File: src/rtl/simd_shader_core.sv
`default_nettype none
// +----------------------------------------------------------------------------+
// | Module      : simd_shader_core                                             |
// | Description : Multicycle SIMD vector core. Host loads the instruction      |
// |               memory and register file, pulses start. Each instruction     |
// |               runs FETCH/EXEC/WB with per-lane merge masking and           |
// |               saturating add/sub. Runs until HALT or end of memory.        |
// | Revision    : 1.0 - initial release                                        |
// +----------------------------------------------------------------------------+
module simd_shader_core #(
   parameter int LANES      = 4,
   parameter int LANE_W     = 8,
   parameter int NREGS      = 8,
   parameter int PROG_DEPTH = 16,
   localparam int VW = LANES * LANE_W,
   localparam int RA = $clog2(NREGS),
   localparam int PA = $clog2(PROG_DEPTH),
   localparam int IW = 4 + LANES + 3 * RA
) (
   input  logic          clk,
   input  logic          rst_n,
   input  logic          start,
   output logic          busy,
   output logic          done,
   input  logic          prog_we,
   input  logic [PA-1:0] prog_addr,
   input  logic [IW-1:0] prog_data,
   input  logic          reg_we,
   input  logic [RA-1:0] reg_waddr,
   input  logic [VW-1:0] reg_wdata,
   input  logic [RA-1:0] reg_raddr,
   output logic [VW-1:0] reg_rdata,
   output logic [PA-1:0] pc,
   output logic [15:0]   instr_count
);

   localparam logic [3:0] OP_ADD  = 4'd0;
   localparam logic [3:0] OP_SUB  = 4'd1;
   localparam logic [3:0] OP_MUL  = 4'd2;
   localparam logic [3:0] OP_AND  = 4'd3;
   localparam logic [3:0] OP_OR   = 4'd4;
   localparam logic [3:0] OP_XOR  = 4'd5;
   localparam logic [3:0] OP_MIN  = 4'd6;
   localparam logic [3:0] OP_MAX  = 4'd7;
   localparam logic [3:0] OP_ADDS = 4'd8;
   localparam logic [3:0] OP_SUBS = 4'd9;
   localparam logic [3:0] OP_MOV  = 4'd10;
   localparam logic [3:0] OP_HALT = 4'd15;

   localparam logic [PA-1:0] LAST_PC = PA'(PROG_DEPTH - 1);

   // S_END is the wrap-up cycle after the WB of the last memory address
   typedef enum logic [2:0] {
      S_IDLE  = 3'd0,
      S_FETCH = 3'd1,
      S_EXEC  = 3'd2,
      S_WB    = 3'd3,
      S_END   = 3'd4,
      S_DONE  = 3'd5
   } state_t;

   state_t        state;
   logic [IW-1:0] imem [PROG_DEPTH];
   logic [VW-1:0] regs [NREGS];
   logic [IW-1:0] ir;
   logic [VW-1:0] result;

   logic [3:0]       op;
   logic [LANES-1:0] mask;
   logic [RA-1:0]    dest;
   logic [RA-1:0]    src_a;
   logic [RA-1:0]    src_b;
   logic             host_ok;
   logic             writes_dest;
   logic [VW-1:0]    va;
   logic [VW-1:0]    vb;
   logic [VW-1:0]    vd;
   logic [VW-1:0]    lane_res;

   assign op          = ir[IW-1 -: 4];
   assign mask        = ir[3*RA +: LANES];
   assign dest        = ir[2*RA +: RA];
   assign src_a       = ir[RA +: RA];
   assign src_b       = ir[0 +: RA];
   assign host_ok     = (state == S_IDLE) || (state == S_DONE);
   assign writes_dest = (dest != '0) && (op <= OP_MOV);
   assign va          = regs[src_a];
   assign vb          = regs[src_b];
   assign vd          = regs[dest];
   // r0 is never written, so it always reads back as zero
   assign reg_rdata   = regs[reg_raddr];

   // Per-lane ALU; masked-off lanes keep the old destination value
   logic [LANE_W-1:0] la;
   logic [LANE_W-1:0] lb;
   logic [LANE_W-1:0] lr;
   logic [LANE_W:0]   lsum;
   always_comb begin
      lane_res = vd;
      la       = '0;
      lb       = '0;
      lr       = '0;
      lsum     = '0;
      for (int l = 0; l < LANES; l++) begin
         la   = va[l*LANE_W +: LANE_W];
         lb   = vb[l*LANE_W +: LANE_W];
         lsum = {1'b0, la} + {1'b0, lb};
         case (op)
            OP_ADD:  lr = lsum[LANE_W-1:0];
            OP_SUB:  lr = la - lb;
            OP_MUL:  lr = la * lb;
            OP_AND:  lr = la & lb;
            OP_OR:   lr = la | lb;
            OP_XOR:  lr = la ^ lb;
            OP_MIN:  lr = (la < lb) ? la : lb;
            OP_MAX:  lr = (la > lb) ? la : lb;
            OP_ADDS: lr = lsum[LANE_W] ? '1 : lsum[LANE_W-1:0];
            OP_SUBS: lr = (la < lb) ? '0 : la - lb;
            OP_MOV:  lr = la;
            default: lr = vd[l*LANE_W +: LANE_W];
         endcase
         if (mask[l]) begin
            lane_res[l*LANE_W +: LANE_W] = lr;
         end
      end
   end

   // Instruction memory: host-written only while the core is not running
   always_ff @(posedge clk) begin
      if (prog_we && host_ok) begin
         imem[prog_addr] <= prog_data;
      end
   end

   // Control FSM, register file and registered status outputs
   always_ff @(posedge clk or negedge rst_n) begin
      if (!rst_n) begin
         state       <= S_IDLE;
         busy        <= 1'b0;
         done        <= 1'b0;
         pc          <= '0;
         instr_count <= '0;
         ir          <= '0;
         result      <= '0;
         for (int r = 0; r < NREGS; r++) begin
            regs[r] <= '0;
         end
      end else begin
         if (reg_we && host_ok && (reg_waddr != '0)) begin
            regs[reg_waddr] <= reg_wdata;
         end
         case (state)
            S_IDLE: begin
               if (start) begin
                  state       <= S_FETCH;
                  busy        <= 1'b1;
                  pc          <= '0;
                  instr_count <= '0;
               end
            end
            S_FETCH: begin
               ir    <= imem[pc];
               state <= S_EXEC;
            end
            S_EXEC: begin
               if (op == OP_HALT) begin
                  state <= S_DONE;
                  busy  <= 1'b0;
                  done  <= 1'b1;
               end else begin
                  result <= lane_res;
                  state  <= S_WB;
               end
            end
            S_WB: begin
               if (writes_dest) begin
                  regs[dest] <= result;
               end
               if (instr_count != 16'hFFFF) begin
                  instr_count <= instr_count + 16'd1;
               end
               if (pc == LAST_PC) begin
                  state <= S_END;
               end else begin
                  pc    <= pc + PA'(1);
                  state <= S_FETCH;
               end
            end
            S_END: begin
               state <= S_DONE;
               busy  <= 1'b0;
               done  <= 1'b1;
            end
            S_DONE: begin
               state <= S_IDLE;
               done  <= 1'b0;
            end
            default: begin
               state <= S_IDLE;
               busy  <= 1'b0;
               done  <= 1'b0;
            end
         endcase
      end
   end

endmodule
`default_nettype wire

File: config.mk
export PLATFORM = sky130hd
export DESIGN_NAME = simd_shader_core
export DESIGN_NICKNAME = d
export VERILOG_FILES = /design/src/rtl/simd_shader_core.sv
export SDC_FILE = /design/constraint.sdc
export NUM_CORES = 2
export LEC_CHECK = 0
export CAP_MARGIN = 20
export CORE_MARGIN = 2
export CORE_UTILIZATION = 45
export CTS_BUF_LIST = sky130_fd_sc_hd__clkbuf_4
export DETAILED_ROUTE_END_ITERATION = 16
export PLACE_DENSITY_LB_ADDON = 0.05
export SYNTH_ARGS = -nofsm -noshare
export SYNTH_HDL_FRONTEND = slang
export SYNTH_SLANG_ARGS = --single-unit
export TNS_END_PERCENT = 100
File: constraint.sdc
create_clock -name clk -period 7.1 [get_ports clk]
set_input_delay 1.065 -clock clk [delete_from_list [all_inputs] [get_ports clk]]
set_output_delay 1.065 -clock clk [all_outputs]
set_load 0.005 [all_outputs]
; ---- Word-level counts from Yosys, hierarchy flattened
; Memory sizes are Yosys's and may differ from the RTL's. A register that Yosys moved wholly into a read port is not among the register bits.
; Index checks and enable logic that the tools add are counted.
[word_totals]
reg_bits = 313
latch_bits = 0
mem_bits_rw = 272
rom_bits = 0
input_bits = 64
out_inout_bits = 54
elab_cells = 169
memories = 1
[memory_table]
columns = name, words, word_bits, read_ports, rd_clocked_by_memory_dff, write_ports, line
row1 = imem, 16, 17, 1, 1, 1, 63  ; logic [IW-1:0] imem [PROG_DEPTH];
[op_classes]
add_sub_neg = 10
n_mul = 4
div = 0
order_cmp = 16
n_eq_ne = 22
shift = 0
n_mux = 62
bitwise_logic = 20
reduce_logical = 20
[ops]
columns = cell, n
row1 = $mux 256, 3
row2 = $bwmux 256, 2
row3 = $bmux 32 s3, 4
row4 = $pmux 8 s11, 4
row5 = $mux 32, 10
row6 = $demux 32 s3, 2
row7 = $mux 8, 20
row8 = $add 8x8->9, 4
row9 = $and 8x8->8, 4
row10 = $gt 8x8->1, 4
row11 = $lt 8x8->1, 4
row12 = $mul 8x8->8, 4
row13 = $mux 16, 2
row14 = $or 8x8->8, 4
row15 = $pmux 16 s2, 1
row16 = $sub 8x8->8, 4
row17 = $xor 8x8->8, 4
row18 = $eq 4x4->1 const B, 5
row19 = $ge 4x4->1 const B, 5
row20 = $not 3->4, 5
row21 = $add 16x1->16 const B, 1
row22 = $eq 4x3->1 const B, 4
row23 = $ne 16x16->1 const B, 1
row24 = $pmux 3 s5, 1
row25 = 25 further kinds, 52

; ---- Longest topological paths before layout
[logic_depth]
depth_word = 10
ltp_mapped = 25
ltp_nobuf = 21

; ---- Worst setup path before layout
; No wires, ideal clock.
[synth_timing]
path_type = register to register
from = register ir[3] (read register of imem)
to = register result[15]
setup_ns = 0.121
arrival_time_ns = 4.793
required_time_ns = 6.979
path_slack_ns = 2.186
stages_incl_launch_ff = 21
path_buffers = 3
path_cell_list = dfrtp_1 -> buf_6 -> buf_6 -> buf_8 -> mux4_2 -> mux2i_2 -> inv_1 -> ha_1 -> fa_1 -> ha_1 -> fa_1 -> inv_1 -> fa_1 -> inv_1 -> ha_1 -> a21oi_1 -> xnor2_1 -> xnor2_1 -> xnor2_1 -> o21ai_1 -> a22o_1
[synth_between]
elab_chain_len = 8
word_cells_on_any_way = 18
cone_classes = add/sub (2) / mul (1) / order compare (2) / mux (9) / bitwise (4)
[synth_rtl]
columns = element, line
row1 = start: declaration, 65  ; logic [IW-1:0] ir;
row2 = $not 3->4 (not written as such) (*), 87  ; assign va = regs[src_a];
row3 = $bmux 32 s3 (*), 87
row4 = $mux 32 (not written as such) (*) (2 in a row), 87
row5 = branches (longest 2 deep; another with $mul 8x8->8), n/a
row6 = $pmux 8 s11 (*), 108  ; case (op)
row7 = $mux 8 (*), 122  ; if (mask[l]) begin
row8 = end signal: assignment, 171  ; result <= lane_res;
row9 = end: declaration, 66  ; logic [VW-1:0] result;
; Every way passes the cells marked *. The select of a mux whose other input is x is not followed.
; A chain may end at the register's enable or synchronous reset.

; ---- Final worst setup path
[layout_timing]
from = register ir[4] (read register of imem)
to = register result[15]
; Same word-level chain as after synthesis.

==> out/metrics.yaml <==
outcome:
  status: "completed"
sta:
  final-hold-violation-count: 0
  min_period_over_period: 0.831
  worst_slew_margin_rel: 0.190
  setup_repair_after_global_routing_missed_its_margin: "no"
  final.setup_skew_ps: 72.7
  fmaxAchievable_ghz: 0.170
  report.final.setup_viol: 0
  time_the_final_worst_path_needs_with_i_o_delays_and_setup_ps: 5900
  timing_worst_slew_pin_value_ps: 1210
  fin_tns_setup_ps: 0
  finalMaxSlewViolations: 0
place:
  placedInstanceArea_um2: 43300
  place.detailed.instances: 4736
  hpwl_um: 92000
  port_buffers: 117
  place_congestion: 0.970
min_path:
  worstHoldPathType: "register to register"
  worst_hold_end: "regs[253]$_DFF_PN0_"
  timing.hold.worst_path_depth: 0
  worstHoldStart: "regs[253]$_DFF_PN0_"
floorplan:
  floorplan.initialDensity: 0.456
  dieArea_um2: 93900
  dieWidth_um: 307
  std_cell_rows: 110
  die_height_um: 307
  core_um2: 90300
  boundaryPins: 118
layout:
  areaGrowthSynthToFinish_pct: 10.7
  layout.cells.most_common_list: "mux2i_1 (390), nor2_1 (358), dfrtp_1 (320)"
  area.sequential_um2: 16500
  final_area_um2: 45600
  layout_commonest_cell: "mux2i_1"
  multi_input_area_um2: 22800
  fillers: 8008
  nNetsFinal: 4016
  layout.cells.non_filler: 5047
  final_core_util: 0.505
  layout-drive-gt1-share: 0.194
global_route:
  grt_util_all_layers: 0.299
  grt-ovfl-total: 0
  grt_first_pass_wirelength_um: 208000
  grt_max_degree: 129
  grt_antenna_before_repair: 11
  grt_pass1_vias: 31849
synth:
  ys_seq_elements: 602
  ys_async_sr_fraction: 0.548
  post_syn_instances: 3656
  synth-warning-count: 0
  postSynthNetCount: 3938
  synth_sequential_area_ratio: 0.399
  post_synth_instance_area_um2: 41200
  synth-edff-count: 272
  synth-main-ff-cell: "dfrtp_1"
  syn_avg_cell_area_um2: 11.3
  synth_cell_types: 86
route:
  post_drt_via_cell_ratio: 6.18
  drc: 0
  wl_per_cell_um: 27.6
  drtPass1Iterations: 6
  routed_wire_length_um: 139000
  post_route_ant_nets: 0
  dr_total_vias: 31173
  detail_route.iter0.violations: 2844
critical_path:
  end_kind: "register"
  rr_worst_depth: 22
  worst_r2r_endpoint: "result[15]$_DFFE_PN0P_"
  worstPathMaxFanout: 25
  start_kind: "register"
  arrival_time_reported_for_the_critical_path_endpoint_ps: 6840
  worstPathRequired_ps: 8050
  rrSetupSlack_ps: 1200
  timing_worst_setup_path_type: "register to register"
  reg2reg_from: "ir[4]$_DFFE_PN0P_"
clocking:
  h-tree-depth: 4
  path_clk_slew_ps: 60
  cts-resized-gates: 0
  cts.root.buffer_cell: "clkbuf_4"
  cts_made_buffers: 169
  cts_setup_buffers: 0
  tritoncts: "built"
  clk-insertion-delay-late_ps: 1100
  clock-sinks: 602
  largest_buffer_count_on_any_clock_path: 3
flow_run:
  cap_viol_max_count: 0
==> timing repair <==
| item | in CTS | in global routing |
|---|---|---|
| hold buffers | 1 | 0 |
| setup endpoints to repair | 0 | 0 |
| endpoints found under the hold margin | 63 | 0 |
==> per-stage QoR <==
| stage | hold slack (ps) | setup WS [ps] |
|---|---|---|
| final | 443 | 1200 |
| after CTS | 434 | 1200 |
| after global placement | 413 | 1390 |
| after global routing | 456 | 935 |
| after floorplan | 442 | 2190 |
| after detailed placement | 423 | 1250 |
==> registers in the layout, summed over array words and instances (netlist names) <==
register / count
instr_count: 16
ir: 17
pc: 4
result: 32
state: 3
busy: 1
done: 1
regs: 256
imem: 272
==> worst max path at each step <==
stage / start / endpoint / cells past startpoint
after floorplan: ir[3]$_DFFE_PN0P_ / result[15]$_DFFE_PN0P_ / 20
after detailed placement: ir[4]$_DFFE_PN0P_ / result[15]$_DFFE_PN0P_ / 22
after global routing: ir[0]$_DFFE_PN0P_ / result[15]$_DFFE_PN0P_ / 21
after global placement: ir[4]$_DFFE_PN0P_ / result[23]$_DFFE_PN0P_ / 18
after CTS: ir[0]$_DFFE_PN0P_ / result[15]$_DFFE_PN0P_ / 18
final: ir[4]$_DFFE_PN0P_ / result[15]$_DFFE_PN0P_ / 22
==> Yosys cell counts, drive strengths merged, types with 24 or more instances <==
cell / instances / area [um2]
o22ai: 25 / 156
a21o: 27 / 203
nor2: 375 / 1420
nor3: 27 / 135
dfrtp: 330 / 8260
a22oi: 37 / 283
o221ai: 52 / 462
edfxtp: 272 / 8170
inv: 211 / 792
a21oi: 227 / 1140
nand2: 274 / 1030
fa: 56 / 1120
ha: 162 / 2030
mux2: 48 / 541
xor2: 24 / 210
clkbuf: 193 / 759
o21ai: 237 / 1290
mux2i: 412 / 4320
mux4: 254 / 5760
xnor2: 59 / 539
a221oi: 26 / 240
buf: 98 / 616
==> worst max-delay path, cell delays in order (launching register included) <==
cell and delay (ps):
dfrtp_2 890, nor2b_1 780, buf_4 290, a22oi_1 120, o21ai_2 210, inv_1 150
ha_1 270, inv_1 90, fa_1 160, inv_1 50, fa_1 440, ha_1 300
inv_1 60, fa_1 470, inv_1 50, ha_1 320, a21o_1 200, a21oi_1 170
xnor2_1 170, xnor2_1 160, xnor2_1 140, o21ai_1 70, a22o_1 210
==> layer usage <==
| metal | wire [um] | up-vias | track usage |
|---|---|---|---|
| li1 | - | 13759 | - |
| met1 | 57000 | 15832 | 0.386 |
| met2 | 67300 | 1248 | 0.491 |
| met3 | 9790 | 320 | 0.0624 |
| met4 | 5020 | 14 | 0.122 |
| met5 | 97 | - | 0 |
==> cells by family (layout without fill, tap and decap cells) <==
group / count (synthesis) / count (layout) / share of synthesized area
simple gates: 790 / 790 / 0.0802
xor+xnor: 87 / 87 / 0.0204
buf+inv: 503 / 712 / 0.0527
mux: 714 / 714 / 0.258
other cells: 0 / 6 / 0
fa+ha+maj: 218 / 218 / 0.0764
compound gates: 742 / 742 / 0.114
flops: 602 / 602 / 0.399
==> area by class of cell <==
cell class	instances	area share
diodes	6	0.000329
flip-flops and latches	602	0.361
multi-input cells	2551	0.500
inverters	212	0.0175
repair buffers	198	0.0415
clock inverters	58	0.00736
clock buffers	244	0.0402
well taps	1176	0.0323
Power is left out: the tool's default activity adds up to more than one toggle a clock period on the data nets, which glitch-free logic cannot reach.
